--- config.mk ---
export PLATFORM = sky130hd
export DESIGN_NAME = bus_sram_bridge
export DESIGN_NICKNAME = d
export VERILOG_FILES = /design/src/rtl/bus_sram_bridge.sv
export SDC_FILE = /design/constraint.sdc
export NUM_CORES = 1
export LEC_CHECK = 0
export BUFFER_PORTS_ARGS = -buffer_cell sky130_fd_sc_hd__buf_2
export CAP_MARGIN = 15
export CORE_MARGIN = 2
export CORE_UTILIZATION = 39
export DETAILED_ROUTE_END_ITERATION = 8
export PLACE_DENSITY = 0.73
export SETUP_SLACK_MARGIN = 0.02
export SLEW_MARGIN = 0
export SYNTH_ARGS = -nofsm -noshare
export SYNTH_HDL_FRONTEND = slang
export SYNTH_SLANG_ARGS = --single-unit
--- constraint.sdc ---
create_clock -name clk -period 1.5 [get_ports clk]
set_input_delay 0 -clock clk [delete_from_list [all_inputs] [get_ports clk]]
set_output_delay 0 -clock clk [all_outputs]
set_load 0.01 [all_outputs]
--- src/rtl/bus_sram_bridge.sv ---
// Word-bus slave that turns single/burst (1-15 beat) read and write requests
// into accesses on a synchronous single-port 32-bit SRAM, one transaction at a time.
package bus_sram_pkg;

    typedef struct packed {
        logic        awvalid;
        logic [31:0] waddr;
        logic [3:0]  wlen;
        logic        wlast;
        logic        wvalid;
        logic [31:0] wdata;
        logic [3:0]  wstrb;
        logic        bready;
        logic        arvalid;
        logic [31:0] araddr;
        logic [3:0]  rlen;
        logic        rready;
    } bus_query_req_t;

    // rready here is the read-address accept back to the master.
    typedef struct packed {
        logic        awready;
        logic        wready;
        logic        bvalid;
        logic        rready;
        logic        rvalid;
        logic [31:0] rdata;
        logic        rlast;
    } bus_query_resp_t;

endpackage

module bus_sram_bridge
    import bus_sram_pkg::*;
#(
    parameter int ADDR_WIDTH = 20
) (
    input  logic                  clk,
    input  logic                  rst_n,
    input  bus_query_req_t        bus_req,
    output bus_query_resp_t       bus_resp,
    output logic                  sram_en,
    output logic [3:0]            sram_we,
    output logic [ADDR_WIDTH-1:0] sram_addr,
    output logic [31:0]           sram_wdata,
    input  logic [31:0]           sram_rdata
);

    typedef enum logic [2:0] {
        IDLE       = 3'd0,
        WR_DATA    = 3'd1,
        WR_RESP    = 3'd2,
        RD_ISSUE   = 3'd3,
        RD_CAPTURE = 3'd4,
        RD_DATA    = 3'd5
    } state_t;

    state_t                state_q, state_d;
    logic [ADDR_WIDTH-1:0] addr_q, addr_d;
    logic [3:0]            len_q, len_d;
    logic [3:0]            cnt_q, cnt_d;
    logic [31:0]           rdata_q, rdata_d;
    logic                  rlast_q, rlast_d;
    logic                  bvalid_q, rvalid_q;

    logic                  aw_acc_s;
    logic                  ar_acc_s;
    logic                  wr_beat_s;
    logic                  sram_en_s;
    logic [3:0]            sram_we_s;
    logic                  unused_s;

    // Byte-address bits outside the word window and wlast carry no meaning here.
    assign unused_s = ^{bus_req.wlast,
                        bus_req.waddr[31:ADDR_WIDTH+2], bus_req.waddr[1:0],
                        bus_req.araddr[31:ADDR_WIDTH+2], bus_req.araddr[1:0]};

    // Next-state, handshake and SRAM strobe decode.
    always_comb begin
        state_d   = state_q;
        addr_d    = addr_q;
        len_d     = len_q;
        cnt_d     = cnt_q;
        rdata_d   = rdata_q;
        rlast_d   = rlast_q;
        aw_acc_s  = 1'b0;
        ar_acc_s  = 1'b0;
        wr_beat_s = 1'b0;
        sram_en_s = 1'b0;
        sram_we_s = 4'h0;
        case (state_q)
            IDLE: begin
                if (bus_req.awvalid && (bus_req.wlen != 4'd0)) begin
                    aw_acc_s = 1'b1;
                    addr_d   = bus_req.waddr[ADDR_WIDTH+1:2];
                    len_d    = bus_req.wlen;
                    cnt_d    = 4'd0;
                    state_d  = WR_DATA;
                end else if (bus_req.arvalid && (bus_req.rlen != 4'd0)) begin
                    ar_acc_s = 1'b1;
                    addr_d   = bus_req.araddr[ADDR_WIDTH+1:2];
                    len_d    = bus_req.rlen;
                    cnt_d    = 4'd0;
                    state_d  = RD_ISSUE;
                end else begin
                    state_d = IDLE;
                end
            end
            WR_DATA: begin
                if (bus_req.wvalid) begin
                    wr_beat_s = 1'b1;
                    sram_en_s = 1'b1;
                    sram_we_s = bus_req.wstrb;
                    addr_d    = addr_q + ADDR_WIDTH'(1);
                    cnt_d     = cnt_q + 4'd1;
                    // Burst length comes from wlen alone; wlast is ignored.
                    if (cnt_q == (len_q - 4'd1)) begin
                        state_d = WR_RESP;
                    end else begin
                        state_d = WR_DATA;
                    end
                end else begin
                    state_d = WR_DATA;
                end
            end
            WR_RESP: begin
                if (bus_req.bready) begin
                    state_d = IDLE;
                end else begin
                    state_d = WR_RESP;
                end
            end
            RD_ISSUE: begin
                sram_en_s = 1'b1;
                state_d   = RD_CAPTURE;
            end
            RD_CAPTURE: begin
                rdata_d = sram_rdata;
                rlast_d = (cnt_q == (len_q - 4'd1));
                state_d = RD_DATA;
            end
            RD_DATA: begin
                if (bus_req.rready) begin
                    if (rlast_q) begin
                        state_d = IDLE;
                    end else begin
                        addr_d  = addr_q + ADDR_WIDTH'(1);
                        cnt_d   = cnt_q + 4'd1;
                        state_d = RD_ISSUE;
                    end
                end else begin
                    state_d = RD_DATA;
                end
            end
            default: begin
                state_d = IDLE;
            end
        endcase
    end

    // State, burst context and registered response flags.
    always_ff @(posedge clk or negedge rst_n) begin
        if (!rst_n) begin
            state_q  <= IDLE;
            addr_q   <= '0;
            len_q    <= 4'd0;
            cnt_q    <= 4'd0;
            rdata_q  <= 32'h0;
            rlast_q  <= 1'b0;
            bvalid_q <= 1'b0;
            rvalid_q <= 1'b0;
        end else begin
            state_q  <= state_d;
            addr_q   <= addr_d;
            len_q    <= len_d;
            cnt_q    <= cnt_d;
            rdata_q  <= rdata_d;
            rlast_q  <= rlast_d;
            bvalid_q <= (state_d == WR_RESP);
            rvalid_q <= (state_d == RD_DATA);
        end
    end

    assign bus_resp.awready = aw_acc_s;
    assign bus_resp.wready  = wr_beat_s;
    assign bus_resp.bvalid  = bvalid_q;
    assign bus_resp.rready  = ar_acc_s;
    assign bus_resp.rvalid  = rvalid_q;
    assign bus_resp.rdata   = rdata_q;
    assign bus_resp.rlast   = rlast_q;

    // Address and data are forced to zero whenever the SRAM is not enabled.
    assign sram_en    = sram_en_s;
    assign sram_we    = sram_we_s;
    assign sram_addr  = sram_en_s ? addr_q : '0;
    assign sram_wdata = wr_beat_s ? bus_req.wdata : 32'h0;

endmodule

# == Word-level counts from Yosys, hierarchy flattened ==
# Cells that the tools add are included.
# word_totals
wordCells,66
mem_bits_ro,0
in_bits,148
memories,0
reg_bits,66
latchBits,0
ram_bits,0
# classes
mul,0
n_addsub,3
reduce_logical,9
magnitude_cmp,0
n_eq_ne,12
bitwise,0
muxes,34
shift,0
div_mod_pow,0
# op_table
cell,count
$mux W20,6
$pmux W20 S3,1
$mux W4,9
$mux W32,1
$add A20 B1 Y20 const B,1
$pmux W3 S6,1
$pmux W4 S3,1
$mux W2,5
$eq A3 B2 Y1 const B,3
$eq A3 B3 Y1 const B,3
$reduce_bool A4 Y1,2
$mux W1,7
$mux W3,2
$ne A2 B2 Y1 const B,3
$reduce_and A5 Y1,1
$add A4 B1 Y4 const B,1
$eq A4 B4 Y1,1
$sub A4 B1 Y4 const B,1
$eq A3 B1 Y1 const B,1
$logic_not A3 Y1,1
$ne A3 B3 Y1 const B,1
$reduce_bool A3 Y1,1
$logic_and A1 B1 Y1,2
$pmux W1 S2,1
other kinds (2),2

# == Logic depth before layout (Yosys ltp) ==
# depth
word_depth,6
depth_mapped,7
depth_no_buf,6

# == Worst setup path after synthesis ==
# Ideal clock, no wire load.
# synth_path
path_type,register to register
start,reg state_q[2]
end,reg addr_q[9]
n_path_buf,1
required_time_ps,1374
t_arrival_ps,1544
stages_incl_launch_ff,7
slack_ps,-170
period_less_slack_ps,1670
path_cell_list,dfrtp_1 > buf_4 > nand2b_4 > a211oi_4 > and3_1 > o21ai_1 > a221o_1
# synth_via
elab_chain_len,3
word_cells_on_any_way,10
# synth_lines
element,line,source
from (decl),58,"state_t state_q, state_d;"
from (signal assigned),173,state_q <= state_d;
"$eq A3 B3 Y1, or another cell as far along",91,case (state_q)
"$ne A2 B2 Y1 (no source line), or another cell as far along",--,
$reduce_and A5 Y1 (no source line),--,
to (signal assigned),174,addr_q <= addr_d;
to (decl),59,"logic [ADDR_WIDTH-1:0] addr_q, addr_d;"
# Parallel ways exist; a longest one is shown, timed or not.
# A chain may end at the register's enable or synchronous reset.

# == Worst setup path in the final report ==
# layout_path
start,reg state_q[2]
end,out sram_wdata[6]
# layout_via
elab_chain_len,3
# layout_lines
element,line,source
$eq A3 B1 Y1,91,
$mux W1,91,
$mux W32,196,assign sram_wdata = wr_beat_s ? bus_req.wdata : 32'h0;
to (decl),45,"output logic [31:0] sram_wdata,"
# Every way passes these cells.

==> impl_results.md <==
- Outcome: complete, but fails checks
- Failing checks: setup timing
- Least-Margin Pin Slew: around 0.42 ns
- Max clock buf depth: 2
- Max IR drop VDD: 0.000842 V
- Iteration-0 DRC Markers: about 340
- Yosys cell types: 64
- Storage cell area: 1650 um^2
- Post-synth top cells: dfrtp_1 (66), nand2_1 (57), and3_1 (40)
- Area leader, netlist: dfrtp_1
- Layout area overhead: 95.9%
- Critical Path RT: 1.50 ns
- Die ar.: between 10,000 and 15,000 um^2
- Minimum clock period: 1.78 ns
- Post-route ant nets: 0
- Residual DRC count: 0
- Post-Synthesis Cells: roughly 400
- Initial antenna violation count: 0
- Synthesized cell area: 3950 um^2
- Syn Area/Cell: around 9.6 um^2
- Final GP Congestion: 0.883
- TritonCTS clock tree: built
- Unrepaired setup endpoints after global routing: yes
- Reg2reg setup slack: -0.27 ns
- Top-area cell type share of the netlist area: a little over two fifths
- Pin count of the biggest net entering global routing: between 60 and 70
- Clock Sinks: 66
- Nets: ~900
- Worst-path maximum fanout: 9
- FP Rows: 36
- Register area share after synthesis: between 40% and 50%
- # fillers: 582
- Die Wd: ~100 um
- Top cell by count, worst path: buf_6
- Worst Path Class, Setup: reg -> out
- Net Count, Synth: 561
- Die Ht: 105 um
- Area of the multi-input gates: around 2700 um^2
- Leakage: 3.72 nW
- Slowest cell on crit path: dfrtp_1
- Ant diodes: 0
- FF+latch count, synth: 66
- First-pass GRT wire length: roughly 25,000 um
- I/O pin cnt: between 200 and 250
- Crit path largest cell delay: approximately 0.43 ns
- Via/cell ratio: 5.47
- Num CTS Buffers: 9
- Routed via count: roughly 5,000
- Hold WC Path Type: in -> reg
- Most numerous cell in the Yosys netlist: dfrtp_1
- Core area: approximately 9800 um^2
- Hpwl dp: slightly above 10,000 um
- Slew HR: between 70 and 80%
- Routed WL per cell: 20.2 um
- TritonRoute pass-1 iters: 5
- Final WL: 18,100 um
- Clock Skews: ~0.014 ns
- Synth warnings: 0
- Hold Vio Cnt, Final: 0
- CP cell instances: buf_6 > buf_6 > nor2_4 > buf_8 > clkbuf_16 > and3_4 > buf_6
- Hold Path Origin: bus_req[96]
- Share of cells above drive strength 1: between 60% and 70%
- Root Buffer: clkbuf_8
- Pins over their slew limit: 0
- GRT Total Usage: ~28%
- Crit. Startpoint: state_q[2]
- PortBufs: approximately 220
- Starting Density: between 40% and 50%
- Fmax: about 560 MHz
- Number of synthesized flops with an enable pin: 0
- Clock latency at the later pin of the worst-skew pair: ~0.34 ns
- Grt ovf: 0
- Final setup viols: 123
- MaxCap Viol Count: 0
- CTS H-tree depth: 3
- Vias in the first global route: around 4,700
- Setup slack after layout: -0.281 ns
- Clock-pin slew on the worst setup and hold paths: ~0.08 ns
- Worst path top cell family by delay: buffers and inverters
- R2r startpoint: state_q[2]
- Final Core Density: 78.8%
- Power per cell area: between 1500 and 2000 nW/um^2
- CP Capture Type: output pin
- Async set-reset flop share out of synthesis: 100%
- Startpoint types: register
- Critical Path AT: ~1.8 ns
- Area contributors post-synth: dfrtp_1 (42%), mux2_2 (9.1%), and3_1 (6.3%)
- Synth Flop Type: dfrtp_1
- Crit path buf inv count: 5
- Final worst-path cycle share: 119%
- Worst hold slack: 0.00516 ns
==> registers in the layout (all words and copies together) (netlist names) <==
register  flops
rdata_q      32
addr_q       20
cnt_q         4
len_q         4
state_q       3
bvalid_q      1
rlast_q       1
rvalid_q      1
==> final cells by class <==
cell class	count	share of cell area, %
timing repair buffer	371	38.9
multi-input combinational	310	34.5
sequential	66	21.4
tap	133	2.15
clock buffer	9	1.60
clock inverter	7	1.33
inverter	3	0.145
==> power breakdown <==
part | total, W | internal (W) | switching (W)
logic | 0.00968 | 0.00531 | 0.00437
registers | 0.00330 | 0.00263 | 0.000670
clock network | 0.00171 | 0.000950 | 0.000757
total | 0.0147 | 0.00889 | 0.00580
==> cells in the final DEF, fill, tap and decap left out, types with 4 or more instances in the layout <==
| cell type | netlist | routed |
|---|---|---|
| buf_4 | 9 | 63 |
| dlygate4sd3_1 | 0 | 39 |
| nor3_1 | 8 | 7 |
| buf_12 | 0 | 5 |
| clkbuf_8 | 0 | 9 |
| buf_6 | 0 | 85 |
| mux2_2 | 32 | 32 |
| o21ai_2 | 0 | 4 |
| nand2_2 | 0 | 4 |
| a21oi_1 | 12 | 6 |
| o21ai_1 | 1 | 4 |
| xor2_1 | 6 | 6 |
| a21oi_2 | 1 | 5 |
| nand3_1 | 11 | 8 |
| nand2b_4 | 2 | 4 |
| buf_2 | 11 | 168 |
| nand4_1 | 6 | 6 |
| clkbuf_16 | 0 | 4 |
| and3_1 | 40 | 13 |
| buf_8 | 0 | 4 |
| nor2_1 | 22 | 12 |
| o21ai_0 | 12 | 5 |
| dfrtp_1 | 66 | 65 |
| nor2_2 | 0 | 4 |
| and3_4 | 0 | 28 |
| nor2_4 | 0 | 6 |
| nand2_1 | 57 | 51 |
| and2_4 | 0 | 20 |
==> per-stage QoR <==
stage | instance area, um^2 | total power (W) | TNS, ns | std cells | setup slack [ns]
5_1_grt | 7740 | 0.0153 | -31.58 | 899 | -0.332
6_report | 7740 | 0.0147 | -24.32 | 899 | -0.281
2_1_floorplan | 4010 | 0.00659 | -0.790 | 410 | -0.151
3_5_place_dp | 5650 | 0.00927 | -5.89 | 799 | -0.233
4_1_cts | 7050 | 0.0127 | -17.45 | 880 | -0.219
3_3_place_gp | 5650 | 0.00909 | -2.09 | 799 | -0.146
==> worst register-to-register path, stage by stage, from the launching register on <==
cell,delay [ns]
dfrtp_1,0.43
or3_4,0.45
a21oi_4,0.20
buf_12,0.16
nor2_1,0.05
mux2_4,0.28
a31oi_4,0.13
==> routing by layer <==
metal  GRT usage, %  vias up  routed length [um]
met5              0        -                   0
met4           12.4        0                 692
met3           6.80       66                1350
met2           48.7      312                9110
met1           33.8     2357                6970
li1               -     2186                   -
==> worst paths after layout <==
path	to	depth (start not counted)
worst min-delay path	addr_q[13]	3
min in group asynchronous	rdata_q[15]	3
max in group asynchronous	state_q[1]	3
worst min register to register	rdata_q[5]	1
worst max register to register	addr_q[13]	6
worst max-delay path	sram_wdata[6]	7
==> cell families (layout without fill, tap and decap cells) <==
| logic type | count (synthesis) | after routing | synth area share [%] |
|---|---|---|---|
| simple gates | 188 | 188 | 25.8 |
| buf+inv | 34 | 390 | 4.43 |
| flops | 66 | 66 | 41.8 |
| xor+xnor | 8 | 8 | 1.77 |
| mux | 36 | 36 | 10.3 |
| fa+ha+maj | 3 | 3 | 0.950 |
| compound gates | 75 | 75 | 14.9 |
==> timing repair <==
action                                  4_1_cts  5_1_grt
gates resized for setup                     127       91
hold endpoints to repair                    104        0
gates cloned                                  6        8
pin swaps                                    39       42
endpoints found under the setup margin      123      124
setup buffers                                20       13
hold buffers                                 39        0
Note: power is estimated with default switching activity, not from simulation.
